<file path="src/rtl/note_lane_scheduler_pkg.sv">
// Shared definitions for the note lane scheduler: mode codes, FSM states,
// note bit positions and the lane mask.
package note_lane_scheduler_pkg;

  localparam logic [1:0] MODE_IDLE = 2'b00;
  localparam logic [1:0] MODE_FREE = 2'b01;
  localparam logic [1:0] MODE_AUTO = 2'b10;

  typedef enum logic [2:0] {
    ST_IDLE  = 3'd0,
    ST_FREE  = 3'd1,
    ST_FETCH = 3'd2,
    ST_HOLD  = 3'd3,
    ST_GAP   = 3'd4,
    ST_END   = 3'd5
  } state_t;

  localparam int NOTE_C = 7;
  localparam int NOTE_D = 6;
  localparam int NOTE_E = 5;
  localparam int NOTE_F = 4;
  localparam int NOTE_G = 3;
  localparam int NOTE_A = 2;
  localparam int NOTE_B = 1;

  localparam logic [7:0] NOTE_MASK = 8'hFE;

  // Where a mode selection leads; mode 11 is treated as idle.
  function automatic state_t mode_target(input logic [1:0] mode);
    case (mode)
      MODE_FREE: return ST_FREE;
      MODE_AUTO: return ST_FETCH;
      default:   return ST_IDLE;
    endcase
  endfunction

endpackage

</file>
<file path="src/rtl/note_lane_scheduler_step_timer.sv">
// Frame divider: one tick every FRAMES_PER_STEP unpaused frame_start pulses.
// tick is combinational with frame_start so the lane load lands on that edge.
module note_lane_scheduler_step_timer #(
  parameter int FRAMES_PER_STEP = 2
) (
  input  logic vga_clk,
  input  logic rst_n,
  input  logic frame_start,
  input  logic pause,
  output logic tick
);

  localparam logic [7:0] LAST = 8'(FRAMES_PER_STEP - 1);

  logic [7:0] frame_cnt;

  assign tick = frame_start && !pause && (frame_cnt == LAST);

  always_ff @(posedge vga_clk or negedge rst_n) begin
    if (!rst_n) begin
      frame_cnt <= '0;
    end else if (frame_start && !pause) begin
      frame_cnt <= tick ? 8'd0 : frame_cnt + 8'd1;
    end
  end

endmodule

</file>
<file path="src/rtl/note_lane_scheduler.sv">
// Decides what enters the top of the note lanes on each frame-aligned step
// tick: live keys (free mode) or song entries fetched via req/ack (autoplay).
module note_lane_scheduler
  import note_lane_scheduler_pkg::*;
#(
  parameter int FRAMES_PER_STEP = 2,
  parameter int GAP_STEPS       = 1,
  parameter int DUR_W           = 8
) (
  input  logic             vga_clk,
  input  logic             rst_n,
  input  logic             frame_start,
  input  logic [1:0]       mode,
  input  logic             pause,
  input  logic [7:0]       key_note,
  output logic             song_req,
  input  logic             song_ack,
  input  logic [7:0]       song_note,
  input  logic [DUR_W-1:0] song_dur,
  output logic [7:0]       lane_note,
  output logic             shift_en,
  output logic             song_done,
  output logic [2:0]       fsm_state
);

  localparam int GAP_W = (GAP_STEPS > 0) ? $clog2(GAP_STEPS + 1) : 1;
  localparam logic [GAP_W-1:0] GAP_LAST = GAP_W'((GAP_STEPS > 0) ? GAP_STEPS - 1 : 0);

  state_t           state, state_nxt;
  logic             tick;
  logic             done_nxt;
  logic             load_note;
  logic [7:0]       lane_nxt;
  logic [7:0]       note_q;
  logic [DUR_W-1:0] dur_cnt;
  logic [GAP_W-1:0] gap_cnt;

  note_lane_scheduler_step_timer #(
    .FRAMES_PER_STEP(FRAMES_PER_STEP)
  ) u_step_timer (
    .vga_clk     (vga_clk),
    .rst_n       (rst_n),
    .frame_start (frame_start),
    .pause       (pause),
    .tick        (tick)
  );

  // Handshake: song_req is high for exactly the cycles spent in FETCH; the
  // reader answers with a one-cycle song_ack carrying song_note/song_dur, and
  // the edge that samples the ack leaves FETCH, so the request never drops
  // before the ack and an ack outside FETCH is ignored.
  assign song_req  = (state == ST_FETCH);
  assign fsm_state = state;

  always_comb begin
    state_nxt = state;
    done_nxt  = 1'b0;
    load_note = 1'b0;
    lane_nxt  = 8'h00;
    case (state)
      ST_IDLE: state_nxt = mode_target(mode);
      ST_FREE: begin
        lane_nxt = key_note & NOTE_MASK;
        if (mode != MODE_FREE) state_nxt = mode_target(mode);
      end
      ST_FETCH: begin
        // A tick here is an underrun and loads blank; the ack is still taken.
        if (song_ack) begin
          if (mode != MODE_AUTO) begin
            state_nxt = mode_target(mode);
          end else if (song_dur == '0) begin
            done_nxt  = 1'b1;
            state_nxt = ST_END;
          end else begin
            load_note = 1'b1;
            state_nxt = ST_HOLD;
          end
        end
      end
      ST_HOLD: begin
        if (mode != MODE_AUTO) begin
          state_nxt = mode_target(mode);
        end else begin
          lane_nxt = note_q;
          if (tick && dur_cnt == DUR_W'(1)) state_nxt = (GAP_STEPS > 0) ? ST_GAP : ST_FETCH;
        end
      end
      ST_GAP: begin
        if (mode != MODE_AUTO) state_nxt = mode_target(mode);
        else if (tick && gap_cnt == GAP_LAST) state_nxt = ST_FETCH;
      end
      ST_END: if (mode != MODE_AUTO) state_nxt = mode_target(mode);
      default: state_nxt = ST_IDLE;
    endcase
  end

  always_ff @(posedge vga_clk or negedge rst_n) begin
    if (!rst_n) state <= ST_IDLE;
    else        state <= state_nxt;
  end

  always_ff @(posedge vga_clk or negedge rst_n) begin
    if (!rst_n) begin
      lane_note <= 8'h00;
      shift_en  <= 1'b0;
      song_done <= 1'b0;
      note_q    <= 8'h00;
      dur_cnt   <= '0;
      gap_cnt   <= '0;
    end else begin
      shift_en  <= tick;
      song_done <= done_nxt;
      if (tick) lane_note <= lane_nxt;
      if (load_note) begin
        note_q  <= song_note & NOTE_MASK;
        dur_cnt <= song_dur;
      end else if (tick && state == ST_HOLD && mode == MODE_AUTO && dur_cnt != '0) begin
        dur_cnt <= dur_cnt - DUR_W'(1);
      end
      if (state != ST_GAP) gap_cnt <= '0;
      else if (tick)       gap_cnt <= (gap_cnt == GAP_LAST) ? '0 : gap_cnt + GAP_W'(1);
    end
  end

endmodule

</file>
<file path="config.mk">
export PLATFORM = sky130hd
export DESIGN_NAME = note_lane_scheduler
export DESIGN_NICKNAME = d
export VERILOG_FILES = /design/src/rtl/note_lane_scheduler_pkg.sv /design/src/rtl/note_lane_scheduler_step_timer.sv /design/src/rtl/note_lane_scheduler.sv
export SDC_FILE = /design/constraint.sdc
export NUM_CORES = 1
export LEC_CHECK = 0
export BUFFER_PORTS_ARGS = -buffer_cell sky130_fd_sc_hd__clkbuf_2
export CAP_MARGIN = 5
export CORE_MARGIN = 2
export CORE_UTILIZATION = 30
export CTS_CLUSTER_DIAMETER = 120
export CTS_CLUSTER_SIZE = 14
export DETAILED_ROUTE_END_ITERATION = 16
export GPL_TIMING_DRIVEN = 0
export PLACE_DENSITY = 0.6
export SLEW_MARGIN = 10
export SYNTH_ARGS = -nofsm -noshare
export SYNTH_HDL_FRONTEND = slang
export SYNTH_HIERARCHICAL = 1
export SYNTH_SLANG_ARGS = --single-unit
</file>
<file path="constraint.sdc">
create_clock -name vga_clk -period 7.7 [get_ports vga_clk]
set_clock_uncertainty 0.05 [all_clocks]
set_input_delay 1.54 -clock vga_clk [delete_from_list [all_inputs] [get_ports vga_clk]]
set_output_delay 1.54 -clock vga_clk [all_outputs]
set_load 0.01 [all_outputs]
</file>
==> results of run 1 <==
[worst max-delay path: stages]
cell and delay [ns]:
clkbuf_2 0.09, and2b_1 0.24, and2_1 0.27, clkbuf_1 0.43, o22ai_1 0.18, a211oi_1 0.35
mux2_2 0.37
[cell usage after synthesis, types with 2 or more instances]
| library cell | count |
|---|---|
| o21ai_0 | 4 |
| clkbuf_1 | 5 |
| xnor2_1 | 5 |
| nand2_1 | 31 |
| nor2_1 | 8 |
| nand3b_1 | 2 |
| ha_1 | 7 |
| nor4_1 | 5 |
| inv_1 | 17 |
| nand2b_1 | 3 |
| nand3_1 | 5 |
| a22oi_1 | 7 |
| and2_1 | 6 |
| a221o_1 | 2 |
| mux2i_1 | 4 |
| a211o_1 | 2 |
| nand4_1 | 8 |
| nor3_1 | 5 |
| o21ai_1 | 2 |
| buf_2 | 2 |
| a31oi_1 | 2 |
| a211oi_1 | 2 |
| o22ai_1 | 10 |
| or4_4 | 2 |
| buf_4 | 2 |
| or3_1 | 3 |
| or4_1 | 2 |
| dfrtp_1 | 35 |
[flip-flops by register name, summed over array words and instances (netlist names)]
name,cells
shift_en,1
u_step_timer/frame_cnt,8
fsm_state,3
dur_cnt,8
note_q,7
song_done,1
lane_note,7
[cell usage in the layout (no fill, tap or decap), drive strengths merged, types with 3 or more instances in the layout]
master | netlist | final
xnor2 | 5 | 5
o21ai | 6 | 6
o22ai | 10 | 10
clkbuf | 5 | 52
nor2 | 8 | 8
inv | 17 | 17
dfrtp | 35 | 35
nand2b | 3 | 3
nand4 | 8 | 8
mux2i | 4 | 4
and2 | 6 | 6
nand2 | 31 | 31
a22oi | 7 | 7
buf | 5 | 5
ha | 7 | 7
or4 | 4 | 4
or3 | 3 | 3
nor3 | 5 | 5
nor4 | 7 | 7
nand3 | 5 | 5
[report_power, final]
part | total, mW | internal (mW) | switching, mW
Clock | 0.131 | 0.0632 | 0.0676
Combinational | 0.242 | 0.110 | 0.132
Sequential | 0.325 | 0.255 | 0.0702
[per-stage QoR]
step           cell area, um2  setup WS, ns  hold slack, ns  power [mW]   util
2_1_floorplan            1980          4.55           0.396       0.485      -
3_3_place_gp             2280          4.03           0.410       0.564  0.359
3_5_place_dp             2280          4.01           0.415       0.572  0.359
4_1_cts                  2360          4.33           0.435       0.707  0.372
5_1_grt                  2360          4.23           0.449       0.763  0.372
6_report                 2360          4.35           0.430       0.698  0.372
[worst max path at each step]
stage / start / end
2_1_floorplan: pause / fsm_state[2]$_DFFE_PN0P_
3_3_place_gp: pause / fsm_state[2]$_DFFE_PN0P_
3_5_place_dp: pause / fsm_state[2]$_DFFE_PN0P_
4_1_cts: pause / fsm_state[2]$_DFFE_PN0P_
5_1_grt: pause / fsm_state[2]$_DFFE_PN0P_
6_report: pause / fsm_state[2]$_DFFE_PN0P_
[layout make-up]
class                           instances  area, um2  share of cell area
Tap cell                               77       96.3              0.0408
Multi-Input combinational cell        147        981               0.415
Clock inverter                          2       12.5             0.00530
Clock buffer                            6       72.6              0.0307
Buffer                                 10       55.1              0.0233
Inverter                               17       63.8              0.0270
Sequential cell                        35        876               0.371
Timing Repair Buffer                   41        205              0.0869
[routing by layer]
| layer | routed length (um) | up-vias |
|---|---|---|
| met5 | 0 | - |
| met4 | 37 | 0 |
| met3 | 339 | 4 |
| met2 | 2070 | 53 |
| met1 | 2100 | 765 |
| li1 | - | 851 |
[logic make-up after synthesis]
group	Yosys count
buf+inv	27
mux	5
flops	35
fa+ha+maj	7
simple gates	91
xor+xnor	5
compound gates	38
other cells	1
==> flow_metrics.py, run 1 <==
metrics = {
    "status": {
        "status": "finished, final reports clean",
    },
    "cts": {
        "holdBufCountCts": 0,
        "clock-sinks": 35,
        "clk_latency_ns": 0.28,
        "cts_resized": 0,
        "clockBufferDepth": 2,
        "h-tree-depth": 2,
        "clockRootBuffer": "clkbuf_8",
        "cts_tree": "built",
        "cts.clk_slew.worst_paths_ns": 0.08,
        "cts_made_buffers": 5,
        "postCtsSetupBuffers": 0,
    },
    "pwr": {
        "leakagePower_nw": 1.11,
        "powerDensity_nw_per_um2": 295,
        "max-vdd-ir-drop_uv": 118,
    },
    "grt": {
        "grt_pass1_vias": 1597,
        "grt_util_met2": 0.206,
        "globalRoute.totalOverflow": 0,
        "grt_max_degree": 36,
        "grt_pass1_wl_mm": 7.67,
        "grt_usage": 0.133,
        "antenna_found_initial": 0,
        "grt-busiest-layer": "met2",
        "grt_util_met3": 0.0418,
        "grt_use_met1": 0.179,
    },
    "floorplan": {
        "rows": 29,
        "die_x_um": 85.2,
        "io_pins": 45,
        "fp.dieArea_um2": 7250,
        "die_height_um": 85.2,
        "coreArea_um2": 6350,
        "initial_core_util": 0.311,
    },
    "timing": {
        "min_period_ns": 3.35,
        "max-slew-margin-rel": 0.396,
        "setup_viol": 0,
        "rsz0062_at_grt": "false",
        "report.final.slew_viol_count": 0,
        "tns_ns": 0,
        "fmaxAchievable_mhz": 298,
        "finalCritPeriodShare": 0.435,
        "tightest_slew_ns": 0.905,
        "finalHoldViolCount": 0,
    },
    "yosys": {
        "synth_nets": 247,
        "synthArstFlopShare": 1.00,
        "seq_area_frac_synth": 0.443,
        "ys_ff_latch": 35,
        "yosysUniqueCellTypes": 49,
        "yosysWarnings": 6,
        "synth_top_cell_area_share": 0.443,
        "synth_area_um2": 1980,
        "synth_compound_area_frac": 0.141,
        "synth-simple-area-share": 0.262,
        "synth-xor-area-share": 0.0222,
        "synth_top_cells_by_area": "dfrtp_1 44%, nand2_1 5.9%, ha_1 4.4%, inv_1 3.2%, o22ai_1 3.2%",
        "synth_fa_ha_area_frac": 0.0443,
        "synth_top_family_by_area": "simple AND/OR/NAND/NOR gates",
        "synth_edf_count": 0,
        "synth.avg_cell_area_um2": 9.45,
        "synth.area.mux_share": 0.0260,
        "synth_top_area_cell": "dfrtp_1",
        "synth_ff_type": "dfrtp_1",
        "syn_inst": 209,
    },
    "worst_setup_path": {
        "cp_max_fo": 10,
        "reg2reg_to": "fsm_state[2]$_DFFE_PN0P_",
        "critPathLaunchType": "input pin",
        "required_ns": 7.82,
        "ff2ff_path_depth": 8,
        "r2r-start": "u_step_timer/frame_cnt[0]$_DFFE_PN0P_",
        "r2r_slack_ns": 4.57,
        "crit_arrival_ns": 3.47,
        "cp-end-kind": "register",
        "criticalPathCategory": "input pin to register",
    },
    "route": {
        "viasPerCell": 4.99,
        "firstDrtPassIters": 4,
        "antenna_left": 0,
        "vias": 1673,
        "routed_wl_mm": 4.55,
        "post_drt_wl_per_cell_um": 13.6,
        "drt_iter0_markers": 60,
        "drc": 0,
    },
    "placed_design": {
        "place_congestion": 0.787,
        "port_buffers": 41,
        "hpwlAfterDp_mm": 3.43,
        "placed_cells": 327,
    },
    "worst_hold_path": {
        "worstHoldStart": "note_q[4]$_DFFE_PN0P_",
        "hold_class": "register to register",
        "hold-path-cell-count": 2,
        "holdPathEnd": "note_q[4]$_DFFE_PN0P_",
    },
    "final_layout": {
        "n_fill_cell": 650,
        "drive_gt1_frac": 0.240,
        "fin_nets": 295,
        "area.growth.synth_to_final_pct": 19.6,
        "antennaDiodeCount": 0,
        "instances_no_fill": 335,
    },
    "flow_run": {
        "max_cap_viol_count": 0,
    },
}
Note: power is estimated with default switching activity, not from simulation.
==> run 2: changes to the inputs <==
Clock period 7.7 ns to 3.14 ns, I/O delays scaled along.
==> run 2 against run 1 <==
Worst setup slack worse by 4.1 ns. Sequential share of layout area hardly changed. Combinational power is 150% higher. Core utilization hardly changed. Clock power is 150% higher. Highest routed layer unchanged.
==> flow_metrics.py, run 2 (same netlist as run 1, synthesis figures left out) <==
metrics = {
    "pwr": {
        "leakagePower_nw": 1.12,
        "max-vdd-ir-drop_uv": 289,
        "p_clk_frac": 0.187,
        "comb_power_share": 0.346,
        "p_sw_mw": 0.662,
        "netSwitchingFraction": 0.386,
        "powerDensity_nw_per_um2": 724,
        "internal_power_mw": 1.05,
        "p_seq_frac": 0.466,
    },
    "worst_setup_path": {
        "worstPathCellList": "ha_1, or4b_4, nor4_4, and2_1, clkbuf_2, o22ai_1, a211oi_1, mux2_2",
        "r2r_slack_ns": 0.20,
        "ff2ff_path_depth": 8,
        "required_ns": 3.26,
        "reg2reg_to": "fsm_state[2]$_DFFE_PN0P_",
        "criticalPathCategory": "register to register",
        "cp_max_fo": 10,
        "cp_slowest_cell": "or4b_4",
        "crit_arrival_ns": 3.06,
        "max_stage_delay_ns": 0.47,
        "critPathLaunchType": "register",
        "cp-end-kind": "register",
        "r2r-start": "u_step_timer/frame_cnt[0]$_DFFE_PN0P_",
    },
    "floorplan": {
        "die_x_um": 85.2,
        "io_pins": 45,
        "fp.dieArea_um2": 7250,
        "die_height_um": 85.2,
        "initial_core_util": 0.311,
        "rows": 29,
        "coreArea_um2": 6350,
    },
    "cts": {
        "clockBufferDepth": 2,
        "cts_made_buffers": 5,
        "h-tree-depth": 2,
        "clk_latency_ns": 0.28,
        "holdBufCountCts": 0,
        "cts.clk_slew.worst_paths_ns": 0.08,
        "postCtsSetupBuffers": 0,
        "cts_tree": "built",
        "clockRootBuffer": "clkbuf_8",
        "clock-sinks": 35,
    },
    "route": {
        "routed_wl_mm": 4.56,
        "drc": 0,
        "post_drt_wl_per_cell_um": 13.6,
        "viasPerCell": 4.99,
        "drt_iter0_markers": 60,
        "vias": 1672,
        "firstDrtPassIters": 4,
        "antenna_left": 0,
    },
    "placed_design": {
        "place_congestion": 0.787,
        "hpwlAfterDp_mm": 3.43,
        "port_buffers": 41,
        "placed_area_um2": 2280,
    },
    "final_layout": {
        "drive_gt1_frac": 0.244,
        "area.growth.synth_to_final_pct": 19.6,
        "top_regs": "dur_cnt (8), u_step_timer/frame_cnt (8)",
        "fin_nets": 295,
        "final_common_cell": "clkbuf_2",
        "multi_input_area_um2": 981,
        "regArea_um2": 876,
        "layout_common_cells": "42 x clkbuf_2, 35 x dfrtp_1, 31 x nand2_1, 17 x inv_1, 10 x o22ai_1",
        "antennaDiodeCount": 0,
        "design_area_um2": 2360,
        "n_fill_cell": 649,
    },
    "grt": {
        "grt_usage": 0.133,
        "grt_util_met3": 0.0418,
        "grt_pass1_wl_mm": 7.67,
        "grt_max_degree": 36,
        "grt-busiest-layer": "met2",
        "antenna_found_initial": 0,
        "globalRoute.totalOverflow": 0,
        "grt_use_met1": 0.179,
        "grt_pass1_vias": 1597,
        "grt_util_met2": 0.206,
    },
    "timing": {
        "rsz0062_at_grt": "false",
        "finalCritPeriodShare": 0.935,
        "max-slew-margin-rel": 0.397,
        "finalHoldViolCount": 0,
        "whs_ns": 0.412,
        "min_period_ns": 2.94,
        "setup_viol": 0,
        "report.final.slew_viol_count": 0,
        "tightest_slew_ns": 0.905,
        "fmaxAchievable_mhz": 341,
    },
    "status": {
        "status": "finished, final reports clean",
    },
    "worst_hold_path": {
        "hold_class": "input pin to asynchronous set/reset pin",
    },
    "flow_run": {
        "max_cap_viol_count": 0,
    },
}
run 2: cell counts in the layout (fill, tap and decap cells not counted):
No cell type changed its count.
run 2: worst max-delay path by stage:
stage	from	endpoint	slack [ns]	depth (start not counted)
3_5_place_dp	u_step_timer/frame_cnt[0]$_DFFE_PN0P_	fsm_state[2]$_DFFE_PN0P_	-0.04	8
3_3_place_gp	u_step_timer/frame_cnt[0]$_DFFE_PN0P_	fsm_state[2]$_DFFE_PN0P_	-0.02	8
4_1_cts	u_step_timer/frame_cnt[0]$_DFFE_PN0P_	fsm_state[2]$_DFFE_PN0P_	0.18	8
6_report	u_step_timer/frame_cnt[0]$_DFFE_PN0P_	fsm_state[2]$_DFFE_PN0P_	0.20	8
5_1_grt	u_step_timer/frame_cnt[0]$_DFFE_PN0P_	fsm_state[2]$_DFFE_PN0P_	0.03	8
2_1_floorplan	u_step_timer/frame_cnt[0]$_DFFE_PN0P_	fsm_state[2]$_DFFE_PN0P_	0.51	8
run 2: power groups by stage:
stage               clock [mW]  combinational, mW  sequential (mW)
detailed placement           0              0.597            0.806
CTS                      0.338              0.599            0.798
floorplan                    0              0.392            0.798
finish                   0.321              0.593            0.798
global placement             0              0.581            0.801
global route             0.363              0.679            0.830
run 2: stage by stage:
step           utilization  instances  power, mW  setup WS (ns)  setup TNS (ns)
5_1_grt              0.372        335       1.87         0.0284               0
3_3_place_gp         0.359        327       1.38        -0.0158         -0.0158
6_report             0.372        335       1.71          0.204               0
3_5_place_dp         0.359        327       1.40        -0.0372         -0.0372
2_1_floorplan            -        209       1.19          0.509               0
4_1_cts              0.372        335       1.73          0.177               0
run 2: final cells by class:
type                            instances  share of cell area
Inverter                               17              0.0270
Multi-Input combinational cell        147               0.415
Timing Repair Buffer                   41              0.0868
Sequential cell                        35               0.371
Clock buffer                            6              0.0307
Clock inverter                          2             0.00529
Tap cell                               77              0.0408
Buffer                                 10              0.0238
run 2: timing repair:
item                       in CTS  in global routing
gates resized for setup         1                  0
setup endpoints to repair       1                  0
hold endpoints to repair        0                  0
run 2: layer usage:
metal / up-vias / share of wire
met4: 0 / 0.0081
met1: 764 / 0.47
met5: - / 0
met3: 4 / 0.069
met2: 53 / 0.46
li1: 851 / -
run 2: worst max-delay path, delay by kind of cell, from the launching register on:
| family | cells | cell delay (ns) |
|---|---|---|
| muxes | 1 | 0.37 |
| AOI/OAI and AO/OA | 2 | 0.47 |
| buffers and inverters | 1 | 0.29 |
| and+or+nand+nor | 3 | 1.00 |
| DFF | 1 | 0.46 |
| adders and majority gates | 1 | 0.18 |
==> run 3: changes to the inputs <==
Settings changed: MAX_ROUTING_LAYER from default to met4, SKIP_LAST_GASP from default to 1, SLEW_MARGIN 10 to 20.
==> run 3 against run 2 <==
Sequential cell count unchanged. Highest routed layer unchanged. Worst hold slack worse by 0.0036 ns. Final area stayed put.
==> flow_metrics.py, run 3 (same netlist as run 1, synthesis figures left out) <==
metrics = {
    "worst_setup_path": {
        "worstPathCellList": "ha_1, or4b_4, nor4_4, and2_1, clkbuf_2, o22ai_1, a211oi_1, mux2_2",
        "r2r-start": "u_step_timer/frame_cnt[0]$_DFFE_PN0P_",
        "cp_slowest_cell": "or4b_4",
        "max_stage_delay_ns": 0.47,
        "required_ns": 3.26,
        "crit_path_start": "u_step_timer/frame_cnt[0]$_DFFE_PN0P_",
        "criticalPathCategory": "register to register",
        "cp-end-kind": "register",
        "r2r_slack_ns": 0.20,
        "crit_arrival_ns": 3.06,
        "cp_max_fo": 10,
        "critPathLaunchType": "register",
    },
    "cts": {
        "cts_tree": "built",
        "clockBufferDepth": 2,
        "clk_latency_ns": 0.28,
        "clock-sinks": 35,
        "h-tree-depth": 2,
        "postCtsSetupBuffers": 0,
        "cts_made_buffers": 5,
        "holdBufCountCts": 0,
        "cts.clk_slew.worst_paths_ns": 0.08,
        "clockRootBuffer": "clkbuf_8",
    },
    "floorplan": {
        "rows": 29,
        "coreArea_um2": 6350,
        "io_pins": 45,
        "die_height_um": 85.2,
        "fp.dieArea_um2": 7250,
        "die_x_um": 85.2,
        "initial_core_util": 0.311,
    },
    "grt": {
        "antenna_found_initial": 0,
        "grt_pass1_vias": 1599,
        "grt_pass1_wl_mm": 7.67,
        "grt_util_met3": 0.0399,
        "grt_max_degree": 36,
        "grt_usage": 0.137,
        "grt-busiest-layer": "met2",
        "grt_use_met1": 0.180,
        "grt_util_met2": 0.206,
        "globalRoute.totalOverflow": 0,
    },
    "placed_design": {
        "placed_area_um2": 2280,
        "placed_cells": 327,
        "hpwlAfterDp_mm": 3.43,
        "place_ws_ns": -0.0372,
        "place_congestion": 0.798,
        "port_buffers": 41,
    },
    "final_layout": {
        "layout_common_cells": "42 x clkbuf_2, 35 x dfrtp_1, 31 x nand2_1, 17 x inv_1, 10 x o22ai_1",
        "drive_gt1_frac": 0.244,
        "final_common_cell": "clkbuf_2",
        "antennaDiodeCount": 0,
        "area.growth.synth_to_final_pct": 19.6,
        "design_area_um2": 2360,
        "final_util": 0.372,
        "instances_no_fill": 335,
        "n_fill_cell": 649,
        "fin_nets": 295,
        "top_regs": "dur_cnt (8), u_step_timer/frame_cnt (8)",
    },
    "route": {
        "routed_wl_mm": 4.57,
        "drc": 0,
        "post_drt_wl_per_cell_um": 13.6,
        "vias": 1680,
        "drt_iter0_markers": 61,
        "firstDrtPassIters": 4,
        "viasPerCell": 5.01,
        "antenna_left": 0,
    },
    "pwr": {
        "p_clk_frac": 0.188,
        "p_seq_frac": 0.465,
        "powerDensity_nw_per_um2": 725,
        "netSwitchingFraction": 0.387,
        "max-vdd-ir-drop_uv": 289,
        "finalPower_mw": 1.71,
        "leakagePower_nw": 1.12,
        "p_sw_mw": 0.663,
        "comb_power_share": 0.346,
        "internal_power_mw": 1.05,
    },
    "timing": {
        "finalCritPeriodShare": 0.935,
        "whs_ns": 0.409,
        "report.final.slew_viol_count": 0,
        "tns_ns": 0,
        "rsz0062_at_grt": "false",
        "finalHoldViolCount": 0,
        "min_period_ns": 2.94,
        "fmaxAchievable_mhz": 341,
        "setup_viol": 0,
        "max-slew-margin-rel": 0.398,
        "layout_setup_ws_ns": 0.204,
        "tightest_slew_ns": 0.904,
    },
    "status": {
        "status": "finished, final reports clean",
    },
    "flow_run": {
        "max_cap_viol_count": 0,
    },
    "worst_hold_path": {
        "hold_class": "input pin to asynchronous set/reset pin",
    },
}
[run 3: cell counts in the layout (fill, tap and decap cells not counted)]
Identical to the previous run, type by type.
[run 3: power by group through the flow]
stage	clock [mW]	combinational (mW)	sequential, mW
2_1_floorplan	0	0.392	0.798
3_3_place_gp	0	0.581	0.801
3_5_place_dp	0	0.597	0.806
4_1_cts	0.338	0.599	0.798
5_1_grt	0.363	0.679	0.830
6_report	0.323	0.593	0.798
[run 3: repair_timing]
item | 4_1_cts | 5_1_grt
endpoints found under the hold margin | 0 | 0
setup endpoints to repair | 1 | 0
gates resized for setup | 1 | 0
[run 3: layer usage]
layer | share of wire | routed length [um]
met3 | 0.059 | 271
met1 | 0.48 | 2170
met2 | 0.45 | 2080
met4 | 0.010 | 47
met5 | 0 | 0
[run 3: critical path, delay by kind of cell, from the launching register on]
kind	cells	cell delay, ns
flip-flops	1	0.46
adder cells (fa/ha/maj)	1	0.18
AO/OA/AOI/OAI	2	0.47
multiplexers	1	0.37
AND/OR/NAND/NOR	3	1.00
buffers and inverters	1	0.29
[run 3: final timing paths]
check,to,cells after the start
max,fsm_state[2]$_DFFE_PN0P_,8
min,fsm_state[0]$_DFFE_PN0P_,1
max reg2reg,fsm_state[2]$_DFFE_PN0P_,8
min reg2reg,note_q[4]$_DFFE_PN0P_,2
max in group asynchronous,dur_cnt[5]$_DFFE_PN0P_,1
min in group vga_clk,note_q[4]$_DFFE_PN0P_,2
[run 3: final cells by class]
type / instances / area [um2] / area share
clock inverters: 2 / 12.5 / 0.00529
multi-input cells: 147 / 981 / 0.415
well taps: 77 / 96.3 / 0.0408
clock buffers: 6 / 72.6 / 0.0307
inverters: 17 / 63.8 / 0.0270
flip-flops and latches: 35 / 876 / 0.371
plain buffers: 10 / 56.3 / 0.0238
repair buffers: 41 / 205 / 0.0868
